==> config.mk <==
export PLATFORM = sky130hd
export DESIGN_NAME = change_dispenser
export DESIGN_NICKNAME = d
export VERILOG_FILES = /design/src/rtl/change_dispenser.sv
export SDC_FILE = /design/constraint.sdc
export NUM_CORES = 1
export LEC_CHECK = 0
export ABC_AREA = 1
export BUFFER_PORTS_ARGS = -buffer_cell sky130_fd_sc_hd__buf_2
export CAP_MARGIN = 5
export CORE_UTILIZATION = 60
export CTS_BUF_LIST = sky130_fd_sc_hd__clkbuf_8
export CTS_CLUSTER_SIZE = 40
export DETAILED_ROUTE_END_ITERATION = 12
export HOLD_SLACK_MARGIN = 0.12
export PLACE_DENSITY = 0.9
export RECOVER_POWER = 50
export SLEW_MARGIN = 0
export SYNTH_ARGS = -nofsm -noshare
export SYNTH_HDL_FRONTEND = slang
export SYNTH_SLANG_ARGS = --single-unit
==> constraint.sdc <==
create_clock -name clock -period 3.2 [get_ports clock]
set_input_delay 0.32 -clock clock [delete_from_list [all_inputs] [get_ports clock]]
set_output_delay 0.32 -clock clock [all_outputs]
set_load 0.1 [all_outputs]
==> src/rtl/change_dispenser.sv <==
// Coin change dispenser: plans a nickel/dime payout from inventory, then drives the
// ejector solenoids one coin at a time and confirms each coin on its chute sensor.
module change_dispenser #(
  parameter int PULSE_CYCLES = 4,
  parameter int TIMEOUT      = 255,
  parameter int NICKEL_INIT  = 20,
  parameter int DIME_INIT    = 20
) (
  input  logic       clock,
  input  logic       reset,
  input  logic [2:0] change,
  input  logic       refill,
  input  logic       nickel_drop,
  input  logic       dime_drop,
  output logic       eject_nickel,
  output logic       eject_dime,
  output logic       busy,
  output logic       done,
  output logic       short_change,
  output logic       overrun,
  output logic       fault,
  output logic [7:0] nickel_count,
  output logic [7:0] dime_count
);

  // state | meaning
  // IDLE  | waiting for a change request
  // PULSE | solenoid of the current coin held high
  // WAIT  | waiting for the matching chute sensor edge
  // GAP   | one-cycle pause between coins
  // FAULT | sensor timeout, left only by reset
  typedef enum logic [2:0] {S_IDLE, S_PULSE, S_WAIT, S_GAP, S_FAULT} state_t;

  localparam int TMAX = (PULSE_CYCLES > TIMEOUT) ? PULSE_CYCLES : TIMEOUT;
  localparam int TW   = $clog2(TMAX + 1);

  state_t        state, next_state;
  logic [TW-1:0] timer;
  logic [2:0]    rem_n;
  logic [1:0]    rem_d;
  logic          nickel_q, dime_q;

  logic [7:0] n_eff, d_eff;
  logic [2:0] need_n, use_n;
  logic [1:0] need_d, miss_d, use_d;
  logic       code_ok, payable, accept;
  logic       cur_nickel, match_edge;

  // Plan on the counts as they will be after a same-cycle refill
  always_comb begin
    n_eff   = refill ? 8'(NICKEL_INIT) : nickel_count;
    d_eff   = refill ? 8'(DIME_INIT)   : dime_count;
    need_n  = 3'd0;
    need_d  = 2'd0;
    code_ok = 1'b1;
    case (change)
      3'd1: need_n = 3'd1;
      3'd2: need_d = 2'd1;
      3'd3: begin need_n = 3'd1; need_d = 2'd1; end
      3'd4: need_d = 2'd2;
      default: code_ok = 1'b0;
    endcase
    miss_d  = (d_eff < {6'd0, need_d}) ? (need_d - d_eff[1:0]) : 2'd0;
    use_d   = need_d - miss_d;
    use_n   = need_n + {miss_d, 1'b0};
    payable = code_ok && ({5'd0, use_n} <= n_eff);
    accept  = (state == S_IDLE) && (change != 3'd0);
  end

  assign cur_nickel = (rem_n != 3'd0);
  assign match_edge = cur_nickel ? (nickel_drop & ~nickel_q) : (dime_drop & ~dime_q);

  always_ff @(posedge clock) begin
    if (reset) state <= S_IDLE;
    else       state <= next_state;
  end

  always_comb begin
    next_state = state;
    case (state)
      S_IDLE:  if (accept && payable) next_state = S_PULSE;
      S_PULSE: if (timer == '0) next_state = S_WAIT;
      S_WAIT: begin
        if (match_edge)         next_state = S_GAP;
        else if (timer == '0)   next_state = S_FAULT;
      end
      S_GAP:   next_state = (rem_n != 3'd0 || rem_d != 2'd0) ? S_PULSE : S_IDLE;
      S_FAULT: next_state = S_FAULT;
      default: next_state = S_IDLE;
    endcase
  end

  always_comb begin
    eject_nickel = (state == S_PULSE) && cur_nickel;
    eject_dime   = (state == S_PULSE) && !cur_nickel;
    busy         = (state != S_IDLE);
    done         = (state == S_GAP) && (rem_n == 3'd0) && (rem_d == 2'd0);
    fault        = (state == S_FAULT);
  end

  always_ff @(posedge clock) begin
    if (reset) begin
      timer        <= '0;
      rem_n        <= 3'd0;
      rem_d        <= 2'd0;
      nickel_count <= 8'(NICKEL_INIT);
      dime_count   <= 8'(DIME_INIT);
      nickel_q     <= 1'b0;
      dime_q       <= 1'b0;
      short_change <= 1'b0;
      overrun      <= 1'b0;
    end else begin
      nickel_q     <= nickel_drop;
      dime_q       <= dime_drop;
      short_change <= accept && !payable;
      if (state != S_IDLE && change != 3'd0) overrun <= 1'b1;
      if (state == S_IDLE && refill) begin
        nickel_count <= 8'(NICKEL_INIT);
        dime_count   <= 8'(DIME_INIT);
      end
      case (state)
        S_IDLE: if (accept && payable) begin
          rem_n <= use_n;
          rem_d <= use_d;
          timer <= TW'(PULSE_CYCLES - 1);
        end
        S_PULSE: timer <= (timer == '0) ? TW'(TIMEOUT - 1) : timer - 1'b1;
        S_WAIT: begin
          if (match_edge) begin
            if (cur_nickel) begin
              rem_n <= rem_n - 3'd1;
              if (nickel_count != 8'd0) nickel_count <= nickel_count - 8'd1;
            end else begin
              rem_d <= rem_d - 2'd1;
              if (dime_count != 8'd0) dime_count <= dime_count - 8'd1;
            end
          end else if (timer != '0) begin
            timer <= timer - 1'b1;
          end
        end
        S_GAP: timer <= TW'(PULSE_CYCLES - 1);
        default: ;
      endcase
    end
  end

endmodule

==> results of run 1 <==
## how the worst max path moves through the flow
stage | startpoint | cells after the start | slack (ps) | to
4_1_cts | dime_count[1] | 20 | 470 | timer[4]
5_1_grt | dime_count[0] | 20 | 60 | timer[7]
2_1_floorplan | dime_count[1] | 20 | 30 | timer[3]
3_3_place_gp | change[1] | 21 | 450 | timer[7]
6_report | dime_count[1] | 20 | 440 | timer[4]
3_5_place_dp | change[1] | 21 | 300 | timer[4]
## layout by cell type, fill, tap and decap left out, drive strengths merged
master / count
xor2: 5
nand4: 4
a21oi: 24
xnor2: 5
o31ai: 2
o21a: 1
nor3b: 1
o211ai: 3
ha: 14
nand3: 25
buf: 10
o2111ai: 1
a221oi: 1
dfxtp: 36
nor2: 52
clkinv: 1
clkbuf: 25
bufinv: 1
a211oi: 2
or2: 3
nand2: 88
nor3: 11
a31oi: 1
and2: 1
o21ai: 23
inv: 57
## state kept, by name, indices dropped and copies added (netlist names), 2 cells and up
name	count
state	3
rem_n	3
nickel_count	8
dime_count	8
timer	8
rem_d	2
## cell families after synthesis
logic type,Yosys count,share of synthesized area
AO/OA/AOI/OAI,58,0.136
XOR/XNOR,10,0.0369
adder cells (fa/ha/maj),14,0.0737
buffers and inverters,60,0.0990
flip-flops,36,0.303
AND/OR/NAND/NOR,185,0.351
## cell usage after synthesis
master	number
o21a_1	1
inv_1	52
inv_4	1
nand2_4	1
a211oi_1	2
nand2_2	4
clkbuf_1	3
xnor2_1	5
nand3_2	2
nand3_1	22
inv_2	3
xor2_1	5
nor2_4	2
nor3_1	10
buf_6	1
ha_1	14
nor3_4	1
or2_2	2
nor2_1	48
o21ai_2	1
or2_0	1
nand3_4	1
and2_1	1
o31ai_1	2
a31oi_1	1
dfxtp_1	36
a21oi_1	24
nor3b_1	1
o21ai_0	22
a221oi_1	1
o211ai_1	3
nand2_1	83
nand4_1	4
o2111ai_1	1
nor2_2	2
## layer usage
| layer | up-vias | wire length (um) |
|---|---|---|
| met2 | 67 | 2690 |
| met4 | 0 | 115 |
| met5 | - | 0 |
| met3 | 13 | 254 |
| li1 | 1234 | - |
| met1 | 1085 | 2480 |
## report_power, final
part	internal [W]	switching, W
Sequential	0.000546	0.0000661
Combinational	0.000367	0.00103
Clock	0.000228	0.000169
## worst max-delay path: stages, from the launching register on
cell,delay [ps]
dfxtp_1,360
inv_1,100
nor2_1,110
ha_1,260
inv_1,70
nor2_1,40
nor2_1,210
nand3_1,130
inv_1,100
ha_1,240
nand2_1,70
nand2_1,50
nand2_1,50
nand2_1,40
nand2_1,60
nand2_1,80
nand2_4,120
nand3_4,130
nor2_2,240
nand2_1,80
a21oi_1,120
## area by class of cell
cell class,instances,area (um2)
clock buffer,5,68.8
clock inverter,3,38.8
fill,320,1090
inverter,56,213
multi-input combinational,267,1400
sequential,36,721
tap,48,60.1
timing repair buffer,30,125
## through the flow
| step | cell area, um2 | total power [W] | std cells | setup WS, ps | utilization |
|---|---|---|---|---|---|
| final | 2630 | 0.00240 | 445 | 441 | 0.706 |
| after floorplan | 2380 | 0.00178 | 363 | 26.9 | - |
| after CTS | 2670 | 0.00242 | 445 | 469 | 0.719 |
| after global routing | 2630 | 0.00259 | 445 | 63.1 | 0.706 |
| after global placement | 2560 | 0.00198 | 437 | 451 | 0.690 |
| after detailed placement | 2560 | 0.00202 | 437 | 298 | 0.690 |
==> flow_metrics.tcl, run 1 <==
set metrics [dict create \
    status "completed" \
    synth_area_um2 2380 \
    synth.yosys.seq_area_share 0.303 \
    grt_first_pass_wirelength_um 9360 \
    whs_ps 236 \
    worstSetupStartpointType "flop" \
    die_h_um 64.9 \
    num_vias 2399 \
    numCtsBuffers 5 \
    ys_seq_elements 36 \
    cts_resized 0 \
    row_count 22 \
    antenna_found_initial 0 \
    start_util 0.639 \
    htreeDepth 2 \
    grt.busiest_layer "met2" \
    avgSynthCellArea_um2 6.55 \
    worstMarginPinSlew_ps 1400 \
    use_met1 0.362 \
    drive_gt1_frac 0.0856 \
    postCtsSetupRepairBufs 0 \
    crit_fanout 10 \
    synth_top_area_frac 0.303 \
    syn2layout_area_growth_pct 10.5 \
    rr_endpoint "timer[4]" \
    synth_cell_types 35 \
    netlist.top_cell.by_area "dfxtp_1" \
    cts_tree "done" \
    grt_util_all_layers 0.286 \
    ys_top_cells_by_area "dfxtp_1 (30%), nand2_1 (13%), inv_1 (8.2%)" \
    timing.final.crit_share 0.862 \
    drt_iter0_drc 162 \
    portBuffers 30 \
    drc 0 \
    io_pins 31 \
    gp_congestion 0.873 \
    power_density_nw_per_um2 915 \
    hp-class "in -> reg" \
    grt_remaining_overflow 0 \
    fin_tns_setup_ps 0 \
    clkSinkCount 36 \
    clk_latency_ps 300 \
    viasPerCell 5.39 \
    period_needed_ps 2760 \
    cp_data_required_time_ps 3410 \
    fmax_mhz 363 \
    ff2ff_path_depth 20 \
    setup-violations-final 0 \
    reg2reg_setup_slack_ps 440 \
    min_path_cells 3 \
    clock_path_buffers 2 \
    cts_root_buf "clkbuf_8" \
    grt_max_degree 24 \
    peakVddDrop_uv 525 \
    hold_path_end "nickel_q" \
    drtAntennaViolNets 0 \
    use_met2 0.482 \
    fin_nets 418 \
    core_area_um2 3720 \
    synth_nets 385 \
    reg2reg_from "dime_count[1]" \
    first_pass_iters 4 \
    grt_pass1_vias 2161 \
    drv_cap 0 \
    wl_um 5530 \
    relSlewSlack 0.0563 \
    maxSlewViolCount 0 \
    hp-start "nickel_drop" \
    met3_usage 0.0599 \
    synth_cells 363 \
    die-area_um2 4220 \
    critical_path_arrival_ps 2970 \
    skew_ps 13.2 \
    hold_violations 0 \
    path_class "reg -> reg" \
    rsz0062_at_grt "no" \
    clk_pin_slew_ps 80 \
    wl_per_cell_um 12.4 \
    yosysWarnings 0 \
    hold_buffers 0 \
    cp-end-kind "flop" \
    die_width_um 64.9 \
    antennaDiodeCount 0 \
    post-dp-hpwl_um 3990 \
    p_leak_nw 1.24 \
]
Power figures use the tool's default switching activity.
==> run 2, diff against run 1 <==
GPL_TIMING_DRIVEN = 0   (was not set)
==> flow_metrics.tcl, run 2 (synthesis gave the netlist of run 1 again) <==
set metrics [dict create \
    status "completed" \
    drtAntennaViolNets 0 \
    core_area_um2 3720 \
    relSlewSlack 0.0220 \
    postCtsSetupRepairBufs 0 \
    switching_power_w 0.00128 \
    crit_slowest_cell "dfxtp_1" \
    cts_tree "done" \
    antennaDiodeCount 0 \
    fin_util 0.712 \
    portBuffers 30 \
    fin_nets 422 \
    highest_layer "met4" \
    rsz0062_at_grt "no" \
    hp-class "in -> reg" \
    die_width_um 64.9 \
    path_buf_inv 3 \
    clockPowerShare 0.163 \
    cts_root_buf "clkbuf_8" \
    path_common_cell "nand2_1" \
    fin_tns_setup_ps 0 \
    cp_data_required_time_ps 3410 \
    antenna_found_initial 0 \
    path_class "reg -> reg" \
    worstMarginPinSlew_ps 1460 \
    power_density_nw_per_um2 919 \
    cp-end-kind "flop" \
    syn2layout_area_growth_pct 11.4 \
    io_pins 31 \
    first_pass_iters 4 \
    clk_latency_ps 290 \
    crit_fanout 10 \
    critical_path.cell_chain "inv_1, nor2_1, ha_1, inv_1, nor2_1, nor2_1, nand3_1, inv_1, ha_1, nand2_1, nand2_1, nand2_1, nand2_1, nand2_1, nand2_1, nand2_4, nand3_4, nor2_2, nand2_1, a21oi_1" \
    p_leak_nw 1.25 \
    grt_pass1_vias 2220 \
    drv_cap 0 \
    fillers 316 \
    drc 0 \
    start_util 0.639 \
    max_stage_delay_ps 330 \
    clkSinkCount 36 \
    wl_um 5640 \
    p_comb_frac 0.584 \
    numCtsBuffers 5 \
    final_common_cell "nand2_1" \
    cts_resized 0 \
    dr_wl_met2_um 2660 \
    num_vias 2479 \
    grt_remaining_overflow 0 \
    clk_pin_slew_ps 70 \
    period_needed_ps 2850 \
    p_int_w 0.00115 \
    cpLargestDelayFamily "simple AND/OR/NAND/NOR gates" \
    die-area_um2 4220 \
    hold_violations 0 \
    final_cell_mix "nand2_1 (84), inv_1 (54), nor2_1 (49)" \
    clock_path_buffers 2 \
    switching_share 0.527 \
    fmax_mhz 351 \
    gp_congestion 0.920 \
    worstSetupStartpointType "flop" \
    maxSlewViolCount 0 \
    power_frac_seq 0.253 \
    wl_met3_um 408 \
    htreeDepth 2 \
    peakVddDrop_uv 629 \
    wl_per_cell_um 12.6 \
    grt_first_pass_wirelength_um 9630 \
    skew_ps 5.60 \
    critical_path_arrival_ps 3060 \
    post-dp-hpwl_um 4190 \
    grt_util_all_layers 0.292 \
    reg_top3 "dime_count (8), nickel_count (8), timer (8)" \
    grt_max_degree 12 \
    drt_iter0_drc 260 \
    row_count 22 \
    die_h_um 64.9 \
    wl_met1_um 2460 \
    timing.final.crit_share 0.890 \
    viasPerCell 5.52 \
    drive_gt1_frac 0.0823 \
    hold_buffers 0 \
    setup-violations-final 0 \
]
## run 2: cell count changes in the layout (fill, tap and decap cells not counted)
cell and change:
clkbuf_1 +4, buf_2 -1, buf_6 +1, inv_1 +1, inv_2 -1
## run 2: area by class of cell
class / instances / area [um2] / area share
buffer: 4 / 22.5 / 0.00851
clock inverter: 3 / 38.8 / 0.0147
tap: 48 / 60.1 / 0.0227
sequential: 36 / 721 / 0.272
clock buffer: 5 / 68.8 / 0.0260
timing repair buffer: 30 / 124 / 0.0468
multi-input combinational: 267 / 1400 / 0.529
inverter: 56 / 213 / 0.0804
## run 2: power groups by stage
stage	combinational, W	clock (W)	sequential [W]
after floorplan	0.00103	0	0.000747
after global placement	0.00137	0	0.000620
after detailed placement	0.00141	0	0.000625
after CTS	0.00142	0.000398	0.000616
after global routing	0.00156	0.000422	0.000626
final	0.00142	0.000397	0.000616
## run 2: through the flow
stage	worst slack, ps	std cells	power [W]	hold slack, ps	cell area [um2]
2_1_floorplan	26.9	363	0.00178	398	2380
3_3_place_gp	259	441	0.00199	441	2590
3_5_place_dp	177	441	0.00203	445	2590
4_1_cts	394	449	0.00243	245	2690
5_1_grt	23.0	449	0.00261	262	2650
6_report	351	449	0.00243	245	2650
## run 2: final timing paths
kind	endpoint	slack [ps]	startpoint	cells past startpoint
setup / recovery	timer[3]	350	dime_count[1]	20
hold / removal	dime_q	250	dime_drop	3
setup reg to reg	timer[3]	350	dime_count[1]	20
hold reg to reg	overrun	470	overrun	2
## run 2: worst min-delay path: cells and delay by family
family / cells / cell delay, ps
simple gates: 1 / 70
buf+inv: 2 / 110
## run 2: routing by layer
layer / global-route usage / vias to the layer above
met5: 0 / -
met1: 0.378 / 1118
li1: - / 1241
met4: 0.114 / 0
met3: 0.0581 / 13
met2: 0.473 / 107
==> run 3, diff against run 2 <==
CORE_UTILIZATION = 35   (was 60)
CTS_CLUSTER_DIAMETER = 200   (was not set)
PLACE_DENSITY = 0.61   (was 0.9)
clock period = 2.67 ns   (was 3.2 ns; I/O delays follow)
==> flow_metrics.tcl, run 3 (synthesis gave the netlist of run 1 again) <==
set metrics [dict create \
    clock_path_buffers 2 \
    die-area_um2 7120 \
    peakVddDrop_uv 482 \
    cts_root_buf "clkbuf_8" \
    fillers 684 \
    row_count 29 \
    final_cell_mix "nand2_1 (81), inv_1 (51), nor2_1 (47)" \
    ff_latch_area_um2 734 \
    first_pass_iters 8 \
    hp-class "in -> reg" \
    dp_cells 470 \
    maxSlewViolCount 0 \
    syn2layout_area_growth_pct 18.0 \
    clkSinkCount 36 \
    critical_path.cell_chain "inv_4, nor2_1, ha_1, inv_1, nor2_1, nor2_2, nand3_2, inv_2, ha_4, nand2_1, nand2_1, nand2_1, nand2_1, nand2_2, nand2_2, nand2_4, nand3_4, nor2_4, nand2_1, a21oi_1" \
    fin_util 0.434 \
    hold_violations 0 \
    period_needed_ps 2490 \
    drt_iter0_drc 104 \
    cts_tree "done" \
    reg_top3 "dime_count (8), nickel_count (8), timer (8)" \
    grt_first_pass_wirelength_um 9770 \
    highest_layer "met4" \
    num_vias 2359 \
    crit_slowest_cell "dfxtp_4" \
    cpLargestDelayFamily "simple AND/OR/NAND/NOR gates" \
    drive_gt1_frac 0.145 \
    clk_latency_ps 290 \
    status "finished, violations left" \
    multi_input_area_um2 1450 \
    numCtsBuffers 5 \
    violations "DRC" \
    fmax_mhz 402 \
    timing.final.crit_share 0.932 \
    grt_util_all_layers 0.171 \
    final_common_cell "nand2_1" \
    path_class "reg -> reg" \
    gp_congestion 0.829 \
    io_pins 31 \
    antennaDiodeCount 0 \
    wl_um 5840 \
    worstSetupStartpointType "flop" \
    grt_pass1_vias 2190 \
    die_width_um 84.4 \
    wl_met1_um 2880 \
    clk_pin_slew_ps 80 \
    path_buf_inv 3 \
    cp-end-kind "flop" \
    crit_fanout 6 \
    htreeDepth 2 \
    worstMarginPinSlew_ps 1170 \
    max_stage_delay_ps 360 \
    drtAntennaViolNets 0 \
    setup-violations-final 0 \
    power_density_nw_per_um2 1070 \
    drv_cap 0 \
    wl_met3_um 200 \
    post-dp-hpwl_um 4360 \
    fin_cells 484 \
    drc 6 \
    portBuffers 30 \
    antenna_found_initial 0 \
    p_leak_nw 1.28 \
    dr_wl_met2_um 2630 \
    skew_ps 6.57 \
    cp_data_required_time_ps 2890 \
    critical_path_arrival_ps 2710 \
    wl_per_cell_um 12.1 \
    die_h_um 84.4 \
    viasPerCell 4.87 \
    path_common_cell "nand2_1" \
    core_area_um2 6460 \
    grt_remaining_overflow 0 \
    fin_nets 428 \
    grt_max_degree 12 \
    start_util 0.368 \
    relSlewSlack 0.224 \
]
-- run 3: cell count changes in the layout (fill, tap and decap cells not counted), moves of 2 or more --
cell | before | now
a21oi_1 | 24 | 22
a21oi_2 | 0 | 2
buf_4 | 0 | 5
dfxtp_1 | 36 | 29
dfxtp_2 | 0 | 5
dfxtp_4 | 0 | 2
inv_1 | 54 | 51
inv_2 | 2 | 4
nand2_1 | 84 | 81
nand2_2 | 3 | 6
nor2_1 | 49 | 47
-- run 3: what timing repair did --
| action | in CTS | in global routing |
|---|---|---|
| setup buffers | 2 | 4 |
| endpoints found under the setup margin | 6 | 15 |
| hold buffers | 0 | 0 |
| pin swaps | 1 | 12 |
| gates resized for setup | 2 | 13 |
-- run 3: area by class of cell --
type	count	share of cell area
multi-input combinational	267	0.516
sequential	36	0.262
inverter	56	0.0768
timing repair buffer	36	0.0647
tap	77	0.0344
clock buffer	5	0.0245
clock inverter	3	0.0138
buffer	4	0.00803
-- run 3: metal layers --
metal  global-route usage  vias to the layer above
met5                    0                        -
met4               0.0678                        0
met3               0.0324                       13
met2                0.282                       44
met1                0.221                     1046
li1                     -                     1256
-- run 3: tightest hold or removal path, delay by kind of cell --
family	cells	cell delay (ps)
buffers and inverters	2	110
AND/OR/NAND/NOR	1	70
-- run 3: stage by stage --
step | cell area (um2) | hold slack (ps) | power [W] | setup slack (ps) | setup TNS [ps]
floorplan | 2390 | 338 | 0.00214 | 34.0 | 0
global placement | 2640 | 442 | 0.00243 | -285 | -1870
detailed placement | 2640 | 444 | 0.00245 | -310 | -2210
CTS | 2770 | 178 | 0.00300 | 30.8 | 0
global route | 2800 | 186 | 0.00326 | -1.88 | -1.88
finish | 2800 | 183 | 0.00300 | 181 | 0
-- run 3: worst paths after layout --
check / start / depth (start not counted) / to / slack [ps]
worst max register to register: dime_count[1] / 20 / timer[4] / 180
worst max-delay path: dime_count[1] / 20 / timer[4] / 180
worst min register to register: dime_count[0] / 1 / dime_count[0] / 460
worst min-delay path: nickel_drop / 3 / nickel_q / 180
-- run 3: power by group --
| group | switching (W) | internal [W] |
|---|---|---|
| clock network | 0.000212 | 0.000274 |
| registers | 0.0000799 | 0.000655 |
| logic | 0.00126 | 0.000516 |
